$ cat src/rtl/pipeline_hazard_ctrl.sv
// pipeline_hazard_ctrl: stall/kill/redirect/forwarding sequencer for the 3-stage F/X/W RV32I core
module pipeline_hazard_ctrl #(
  parameter int BOOT_CYCLES  = 2,
  parameter int FLUSH_CYCLES = 1,
  parameter int CNT_W        = 32
) (
  input  logic             clk,
  input  logic             rst_n,
  input  logic             x_reg_write,
  input  logic             x_is_load,
  input  logic             x_is_store,
  input  logic             x_jump,
  input  logic             x_branch,
  input  logic             x_br_taken,
  input  logic [4:0]       x_rd,
  input  logic [4:0]       x_rs1,
  input  logic [4:0]       x_rs2,
  input  logic             x_rs1_used,
  input  logic             x_rs2_used,
  input  logic             dmem_ready,
  output logic             pc_stall,
  output logic             fx_stall,
  output logic             w_hold,
  output logic             x_kill,
  output logic             pc_redirect,
  output logic [1:0]       fwd_a_sel,
  output logic [1:0]       fwd_b_sel,
  output logic [CNT_W-1:0] stall_count,
  output logic [CNT_W-1:0] flush_count
);
  typedef enum logic [1:0] {BOOT, RUN, FLUSH, MEM_WAIT} state_t;
  localparam logic [3:0] BOOT_LAST  = 4'(BOOT_CYCLES - 1);
  localparam logic [3:0] FLUSH_LAST = 4'(FLUSH_CYCLES - 1);
  state_t     state, ret_state, eff;
  logic [3:0] cnt;
  logic       w_valid, w_reg_write, w_is_load, w_mem;
  logic [4:0] w_rd;
  logic       stall, redirect;
  // MEM_WAIT behaves as the interrupted state, so its exit cycle counts as a RUN or FLUSH cycle
  always_comb begin
    eff         = (state == MEM_WAIT) ? ret_state : state;
    stall       = (state != BOOT) & w_valid & w_mem & ~dmem_ready;
    redirect    = (eff == RUN) & ~stall & (x_jump | (x_branch & x_br_taken));
    pc_stall    = (state == BOOT) | stall;
    fx_stall    = stall;
    w_hold      = stall;
    x_kill      = (state == BOOT) | (eff == FLUSH);
    pc_redirect = redirect;
    fwd_a_sel   = (!x_rs1_used || x_rs1 == 5'd0 || !w_valid || !w_reg_write || w_rd != x_rs1) ? 2'b00 :
                  (w_is_load ? 2'b10 : 2'b01);
    fwd_b_sel   = (!x_rs2_used || x_rs2 == 5'd0 || !w_valid || !w_reg_write || w_rd != x_rs2) ? 2'b00 :
                  (w_is_load ? 2'b10 : 2'b01);
  end
  always_ff @(posedge clk) begin
    if (!rst_n) begin
      state       <= BOOT;
      ret_state   <= RUN;
      cnt         <= '0;
      w_valid     <= 1'b0;
      w_reg_write <= 1'b0;
      w_is_load   <= 1'b0;
      w_mem       <= 1'b0;
      w_rd        <= '0;
      stall_count <= '0;
      flush_count <= '0;
    end else begin
      if (!stall) begin
        w_valid     <= ~x_kill;
        w_reg_write <= x_reg_write & ~x_kill;
        w_is_load   <= x_is_load & ~x_kill;
        w_mem       <= (x_is_load | x_is_store) & ~x_kill;
        w_rd        <= x_rd;
      end
      if (stall) stall_count <= stall_count + CNT_W'(1);
      if (redirect) flush_count <= flush_count + CNT_W'(1);
      if (state == BOOT) begin
        state <= (cnt == BOOT_LAST) ? RUN : BOOT;
        cnt   <= (cnt == BOOT_LAST) ? 4'd0 : cnt + 4'd1;
      end else if (stall) begin
        state     <= MEM_WAIT;
        ret_state <= eff;
      end else if (redirect) begin
        state <= FLUSH;
        cnt   <= 4'd0;
      end else if (eff == FLUSH) begin
        state <= (cnt == FLUSH_LAST) ? RUN : FLUSH;
        cnt   <= (cnt == FLUSH_LAST) ? 4'd0 : cnt + 4'd1;
      end else begin
        state <= eff;
      end
    end
  end
endmodule

$ cat config.mk
export PLATFORM = sky130hd
export DESIGN_NAME = pipeline_hazard_ctrl
export DESIGN_NICKNAME = d
export VERILOG_FILES = /design/src/rtl/pipeline_hazard_ctrl.sv
export SDC_FILE = /design/constraint.sdc
export NUM_CORES = 1
export LEC_CHECK = 0
export BUFFER_PORTS_ARGS = -buffer_cell sky130_fd_sc_hd__buf_2
export CORE_MARGIN = 5
export CORE_UTILIZATION = 34
export CTS_BUF_LIST = sky130_fd_sc_hd__clkbuf_8
export DETAILED_ROUTE_END_ITERATION = 10
export SETUP_SLACK_MARGIN = 0.5
export SLEW_MARGIN = 15
export SYNTH_ARGS = -nofsm -noshare
export SYNTH_HDL_FRONTEND = slang
export SYNTH_SLANG_ARGS = --single-unit
export TNS_END_PERCENT = 5
$ cat constraint.sdc
create_clock -name clk -period 5.91 [get_ports clk]
set_input_delay 0.2955 -clock clk [delete_from_list [all_inputs] [get_ports clk]]
set_output_delay 0.2955 -clock clk [all_outputs]
set_load 0.01 [all_outputs]
==> impl_metrics.toml, run 1 <==
[final_layout]
nNetsFinal = 616
nFillCells = 1154
drive_gt1_share_pct = 19.5
seq_area_um2 = 1620
multiInputGateArea_um2 = 2220
final_cell_area_um2 = 4740
area_growth_pct = 18.5
num_antenna_cells = 0

[sta]
setup_viol = 0
rsz0062_at_grt = "no"
finalCriticalPeriod_ps = 2800
fin_skew_ps = 9.24
tns_ps = 0
max_freq_mhz = 357
final_hold_viol_count = 0
slew_headroom_pct = 38.4
worst_pin_slew_ps = 915
slew_viol_final = 0
period_share_pct = 47.5

[min_path]
hold_class = "in2reg"

[setup_path]
critPathKind = "reg2reg"
crit_slowest_cell = "or4_1"
cpMostUsedCell = "or4_1"
slowest_delay_ps = 830
path_cells = "inv_1, a2111o_1, or4_1, or4_1, a21oi_1"
critPathLaunchType = "flip-flop"
arrival_ps = 3100
path_delay_family = "simple AND/OR/NAND/NOR gates"
end_kind = "flip-flop"
crit_fanout = 18
crit_required_ps = 6200
cp_num_buf_inv = 1

[outcome]
status = "finished, final reports clean"

[global_routing]
grt_pass1_vias = 3645
grt_pass1_wl_mm = 17.7
antenna_found_initial = 0
grt_remaining_overflow = 0
track_usage_pct = 15.2
grt_max_degree = 42

[placement]
gp_congestion = 0.792
io_buffers = 98
dpl-instance-area_um2 = 4590
dp_hpwl_mm = 7.66

[detailed_routing]
wl_per_cell_um = 14.4
drtAntennaViolNets = 0
vias = 3829
routed_wirelength_mm = 10.5
drc_errors = 0
drtIter0Drc = 155
first_pass_iters = 5
vias_per_cell = 5.25

[floorplan]
die_h_um = 118
die_w_um = 118
rows = 39
start_util_pct = 34.8
io_pins = 99
die-area_um2 = 14000
coreArea_um2 = 11500

[logic_synthesis]
synthArstFlopShare_pct = 0
synth-compound-area-share_pct = 11.2
synthXorXnorAreaFrac_pct = 10.7
yosysTopAreaCell = "dfxtp_1"
synth.avg_cell_area_um2 = 8.12
synth_top_family_by_area = "simple AND/OR/NAND/NOR gates"
synth_fa_ha_area_share_pct = 1.88
synth_area_leaders = "dfxtp_1 (41%), xor2_1 (5.7%), nand2_1 (5.6%)"
synth_area_um2 = 4000
synth_mux_area_share_pct = 0.751
yosysTopAreaCellShare_pct = 40.6
postSynthCellCount = 492
synth_edf_count = 0
syn_nets = 524
ys_types = 47
yosysSeqAreaShare_pct = 40.6
yosysWarnings = 0
ys_ff_latch = 81
yosys.area_share.simple_pct = 31.1
synthFlopType = "dfxtp_1"

[clocking]
clk_path_buf_depth = 2
post_cts_resized = 0
cts_buffers = 9
clockRootBuffer = "clkbuf_8"
clk_latency_ps = 360
cts_tree = "yes"
postCtsSetupBuffers = 0
cts_max_level = 3
ctsHoldBuffers = 0
cts.sinks = 81
clk_pin_slew_worst_paths_ps = 80

[run]
maxCapViolations = 0

[power_and_ir_drop]
ir_drop_mv = 0.133
leakage_nw = 1.91
power_density_nw_per_um2 = 235
power_w = 0.00112
final cells by class:
cell class              count  share of cell area, %
well taps                 143                   3.78
clock buffers              10                   2.91
repair buffers            101                   10.8
inverters                  13                   1.03
clock inverters             3                  0.264
multi-input cells         378                   46.9
flip-flops and latches     81                   34.2
per-stage QoR:
| step | std cells | util (%) | hold slack, ps | worst slack [ps] |
|---|---|---|---|---|
| 3_5_place_dp | 716 | 40.0 | 477 | 3150 |
| 3_3_place_gp | 716 | 40.0 | 460 | 3250 |
| 6_report | 729 | 41.3 | 164 | 3110 |
| 2_1_floorplan | 492 | - | 420 | 3540 |
| 4_1_cts | 729 | 41.3 | 142 | 3130 |
| 5_1_grt | 729 | 41.3 | 173 | 2910 |
state kept, by name, indices dropped and copies added, names as in the netlist, 2 cells and up:
name / flops
stall_count: 32
ret_state: 2
w_rd: 5
cnt: 4
flush_count: 32
state: 2
cell families after synthesis:
family | after synthesis
buf+inv | 33
compound gates | 74
simple gates | 246
mux | 3
flops | 81
xor+xnor | 49
fa+ha+maj | 6
worst paths after layout:
check / startpoint / end / slack (ps) / cells after the start
max: state[0] / flush_count[27] / 3110 / 5
min: x_is_store / w_mem / 160 / 3
min reg2reg: stall_count[31] / stall_count[31] / 490 / 2
max reg2reg: state[0] / flush_count[27] / 3110 / 5
synthesized netlist by cell type (3+ instances only):
| cell | n |
|---|---|
| a21o_1 | 3 |
| nor3_1 | 11 |
| nand2_1 | 60 |
| o21ai_0 | 11 |
| a21oi_1 | 33 |
| o31ai_1 | 6 |
| nand4_1 | 20 |
| clkbuf_1 | 14 |
| and4_1 | 5 |
| mux2i_1 | 3 |
| nand3_1 | 33 |
| o21a_1 | 3 |
| buf_6 | 3 |
| xnor2_1 | 23 |
| a31oi_1 | 3 |
| or3_1 | 11 |
| xor2_1 | 26 |
| dfxtp_1 | 81 |
| and3_1 | 8 |
| inv_1 | 12 |
| nor2_1 | 56 |
| ha_1 | 6 |
| and2_1 | 4 |
| or4_1 | 11 |
| nand2b_1 | 5 |
| nand4b_1 | 3 |
| nor4_1 | 12 |
| o211ai_1 | 5 |
tightest hold or removal path, stage by stage:
cell and delay (ps):
buf_2 80, nor3_1 40, nor2_1 80
cells in the final DEF, fill, tap and decap left out, types with 2 or more instances in the layout:
cell / count
a31oi_1: 3
o21ai_0: 11
a21oi_1: 33
or3_1: 11
nor3_1: 11
o21a_1: 3
buf_2: 98
and2_1: 4
nand4_1: 20
a211oi_1: 2
dfxtp_1: 81
nor4_1: 12
a21o_1: 3
xor2_1: 26
inv_1: 14
nand2b_1: 5
clkbuf_8: 10
xnor2_1: 23
ha_1: 6
o21ai_1: 2
o211ai_1: 5
or4_1: 11
buf_4: 3
mux2i_1: 3
nand2_1: 60
and4_1: 5
nand3_1: 33
nand4b_1: 3
and3_1: 8
nor2_1: 56
o31ai_1: 6
power breakdown:
part           total (W)  internal, W  switching, W
sequential      0.000594     0.000565     0.0000287
clock           0.000344     0.000153      0.000190
combinational   0.000177    0.0000641      0.000113
total            0.00112     0.000783      0.000332
metal layers:
metal / track usage [%] / wire length [um]
met1: 19.5 / 4940
met2: 23.3 / 4660
met3: 4.58 / 670
met4: 7.16 / 227
met5: 0 / 0
Note: power is estimated with default switching activity, not from simulation.
==> inputs of run 2 (changes only) <==
- clock period: 5.91 -> 2.84 ns (I/O delays scaled with it)
==> impl_metrics.toml, run 2 (synthesis gave the netlist of run 1 again) <==
[outcome]
status = "finished, final reports clean"

[sta]
worst_pin_slew_ps = 753
tns_ps = 0
finalCriticalPeriod_ps = 2250
final_hold_viol_count = 0
max_freq_mhz = 444
slew_viol_final = 0
rsz0062_at_grt = "yes"
setup_viol = 0
period_share_pct = 79.3
slew_headroom_pct = 49.7
fin_skew_ps = 11.7

[power_and_ir_drop]
ir_drop_mv = 0.177
power_density_nw_per_um2 = 492
leakage_nw = 1.95

[detailed_routing]
first_pass_iters = 4
drc_errors = 0
drtAntennaViolNets = 0
wl_per_cell_um = 14.1
vias = 3793
drtIter0Drc = 172
vias_per_cell = 5.14
routed_wirelength_mm = 10.4

[setup_path]
critPathLaunchType = "flip-flop"
path_cells = "nand2b_1, a211oi_1, nand2_1, inv_1, buf_2"
arrival_ps = 2110
critPathKind = "reg2out"
rr_worst_depth = 5
rrSetupSlack_ps = 590
path_delay_family = "compound AO/OA/AOI/OAI gates"
end_kind = "output port"
crit_required_ps = 2700
cp_num_buf_inv = 2
worstReg2RegEnd = "flush_count[27]"
reg2reg_from = "state[0]"
crit_fanout = 5
crit_slowest_cell = "a211oi_1"
slowest_delay_ps = 560

[floorplan]
coreArea_um2 = 11500
die-area_um2 = 14000
start_util_pct = 34.8
die_h_um = 118
io_pins = 99
die_w_um = 118
rows = 39

[global_routing]
grt_remaining_overflow = 0
grt_pass1_vias = 3637
grt_pass1_wl_mm = 17.6
antenna_found_initial = 0
track_usage_pct = 14.8
grt_max_degree = 42

[clocking]
clockRootBuffer = "clkbuf_8"
cts_tree = "yes"
clk_latency_ps = 360
cts.sinks = 81
ctsHoldBuffers = 0
cts_max_level = 3
cts_buffers = 9
clk_pin_slew_worst_paths_ps = 80
clk_path_buf_depth = 2

[placement]
dp_hpwl_mm = 7.58
gp_congestion = 0.817
io_buffers = 98

[min_path]
hold_class = "in2reg"
worstHoldStart = "x_is_store"
min_to = "w_mem"
min_path_cells = 3

[run]
maxCapViolations = 0

[final_layout]
post-route-util_pct = 42.1
seq_area_um2 = 1620
multiInputGateArea_um2 = 2240
final_cell_mix = "buf_2 (98), dfxtp_1 (79), nand2_1 (60)"
nFillCells = 1188
num_antenna_cells = 0
nNetsFinal = 622
layout_commonest_cell = "buf_2"
area_growth_pct = 20.9
drive_gt1_share_pct = 21.5
top_regs = "flush_count: 32 flops, stall_count: 32 flops, w_rd: 5 flops"
-- run 2: cell type report --
cell class              count  area share (%)
multi-input cells         378            46.3
flip-flops and latches     81            33.6
repair buffers            107            11.8
well taps                 143            3.70
clock buffers              10            2.85
inverters                  13            1.01
clock inverters             6           0.751
-- run 2: metrics by stage --
stage | instances | hold WS [ps] | setup WS [ps] | power, W | area (um2)
floorplan | 492 | 267 | 504 | 0.00152 | 4010
global placement | 720 | 392 | 499 | 0.00163 | 4630
detailed placement | 720 | 380 | 455 | 0.00164 | 4630
CTS | 736 | 16.4 | 506 | 0.00241 | 4810
global route | 738 | 28.6 | 454 | 0.00253 | 4830
finish | 738 | 28.5 | 588 | 0.00238 | 4830
-- run 2: worst min-delay path, delay by kind of cell --
family,cells,cell delay [ps]
buf+inv,1,80
simple gates,2,120
-- run 2: worst max-delay path by stage --
stage	startpoint	endpoint	slack, ps	depth (start not counted)
after floorplan	state[0]	flush_count[19]	500	8
after global routing	w_valid	stall_count[31]	450	5
after detailed placement	state[0]	flush_count[27]	450	5
after global placement	state[0]	flush_count[27]	500	5
final	ret_state[1]	pc_redirect	590	5
after CTS	w_valid	stall_count[30]	510	5
-- run 2: metal layers --
metal	GRT usage, %	vias up	share of wire, %
li1	-	1944	-
met1	19.6	1748	48
met2	23.0	92	44
met3	3.96	9	6.8
met4	5.74	0	1.4
met5	0	-	0
-- run 2: power by group --
group	leakage (nW)	switching [W]	internal, W
logic	1.20	0.000241	0.000140
clock network	0.0909	0.000426	0.000335
registers	0.655	0.0000569	0.00118
-- run 2: timing repair --
| action | 4_1_cts | 5_1_grt |
|---|---|---|
| endpoints found under the setup margin | 7 | 13 |
| buffers inserted | 0 | 2 |
| resized for setup | 1 | 3 |
| pin swaps | 1 | 1 |
==> inputs of run 3 (changes only) <==
- clock period: 2.84 -> 2.25 ns (I/O delays scaled with it)
==> impl_metrics.toml, run 3 (synthesis gave the netlist of run 1 again) <==
[setup_path]
end_kind = "flip-flop"
crit_start = "state[0]"
reg2reg_from = "state[0]"
critPathKind = "reg2reg"
crit_fanout = 5
crit_required_ps = 2540
critPathLaunchType = "flip-flop"
arrival_ps = 2410

[final_layout]
nNetsFinal = 651
seq_area_um2 = 1630
nFillCells = 1189
drive_gt1_share_pct = 25.7
multiInputGateArea_um2 = 2320
layout_commonest_cell = "buf_2"
layout.cells.non_filler = 766
final_cell_mix = "buf_2 (98), dfxtp_1 (76), nand2_1 (60)"
top_regs = "flush_count: 32 flops, stall_count: 32 flops, w_rd: 5 flops"
num_antenna_cells = 0
final_cell_area_um2 = 5180
area_growth_pct = 29.6

[global_routing]
track_usage_pct = 15.9
grt_remaining_overflow = 0
grt_pass1_vias = 3909
grt_max_degree = 52
antenna_found_initial = 0
grt_pass1_wl_mm = 18.9

[detailed_routing]
first_pass_iters = 5
vias = 3968
routed_wirelength_mm = 11.1
drc_errors = 0
wl_per_cell_um = 14.5
drtAntennaViolNets = 0
vias_per_cell = 5.18
drtIter0Drc = 157

[sta]
fin_skew_ps = 11.8
final_hold_viol_count = 0
max_freq_mhz = 471
worst_pin_slew_ps = 596
tns_ps = 0
slew_headroom_pct = 60.0
finalCriticalPeriod_ps = 2120
setup_viol = 0
slew_viol_final = 0
period_share_pct = 94.3
fin_ws_ps = 128
rsz0062_at_grt = "yes"

[clocking]
clk_pin_slew_worst_paths_ps = 80
cts_max_level = 3
clk_path_buf_depth = 2
clk_latency_ps = 350
cts.sinks = 81
cts_buffers = 9
cts_tree = "yes"
clockRootBuffer = "clkbuf_8"

[placement]
place_ws_ps = 52.0
dpl-instance-area_um2 = 4720
gp_congestion = 0.802
io_buffers = 98
dp_hpwl_mm = 7.76
place_inst = 732

[floorplan]
rows = 39
die_w_um = 118
coreArea_um2 = 11500
die_h_um = 118
start_util_pct = 34.8
die-area_um2 = 14000
io_pins = 99

[min_path]
worstHoldStart = "x_rd[3]"
hold_class = "in2reg"

[power_and_ir_drop]
power_density_nw_per_um2 = 638
leakage_nw = 2.15
power_w = 0.00331
ir_drop_mv = 0.259

[outcome]
status = "finished, final reports clean"

[run]
maxCapViolations = 0
run 3: cell count changes in the layout (fill, tap and decap cells not counted), sizes merged:
cell | before | now
buf | 107 | 127
bufinv | 0 | 2
clkinv | 2 | 1
clkinvlp | 2 | 0
dlygate4sd3 | 0 | 7
or4 | 11 | 13
run 3: cell type report:
cell class              count  share of cell area (%)
clock buffers              10                    2.66
flip-flops and latches     81                    31.5
multi-input cells         380                    44.7
inverters                  13                   0.942
clock inverters             5                    1.40
repair buffers            134                    15.3
well taps                 143                    3.45
run 3: per-layer routing:
metal | track usage, % | routed length (um) | up-vias | share of wire, %
li1 | - | - | 2006 | -
met1 | 20.7 | 5190 | 1859 | 47
met2 | 26.1 | 5220 | 97 | 47
met3 | 3.01 | 628 | 6 | 5.6
met4 | 5.88 | 93 | 0 | 0.84
met5 | 0 | 0 | - | 0
run 3: power breakdown:
group | leakage [nW] | internal [W] | switching (W)
registers | 0.656 | 0.00149 | 0.0000579
clock network | 0.115 | 0.000641 | 0.000524
logic | 1.38 | 0.000243 | 0.000354
run 3: worst paths after layout:
| kind | end | depth (start not counted) | slack [ps] |
|---|---|---|---|
| hold / removal | w_rd[3] | 3 | 20 |
| hold reg to reg | w_reg_write | 2 | 480 |
| setup / recovery | flush_count[15] | 5 | 130 |
| setup reg to reg | flush_count[15] | 5 | 130 |
run 3: timing repair:
item                                    in CTS  in global routing
endpoints found under the hold margin        7                  0
endpoints found under the setup margin      40                 69
hold buffers                                 7                  0
buffers inserted                             4                  6
pin swaps                                    3                 10
gates resized for setup                     11                 11
gates cloned                                 2                  0
run 3: metrics by stage:
step	util (%)	hold slack [ps]
finish	45.2	19.5
global route	45.2	17.7
CTS	44.3	1.24
detailed placement	41.2	336
global placement	41.2	359
floorplan	-	237
run 3: worst max-delay path: stages (launching register included):
cell and delay [ps]:
dfxtp_2 370, inv_2 40, a2111o_1 470, or4_4 560, or4_1 490, a21oi_1 130
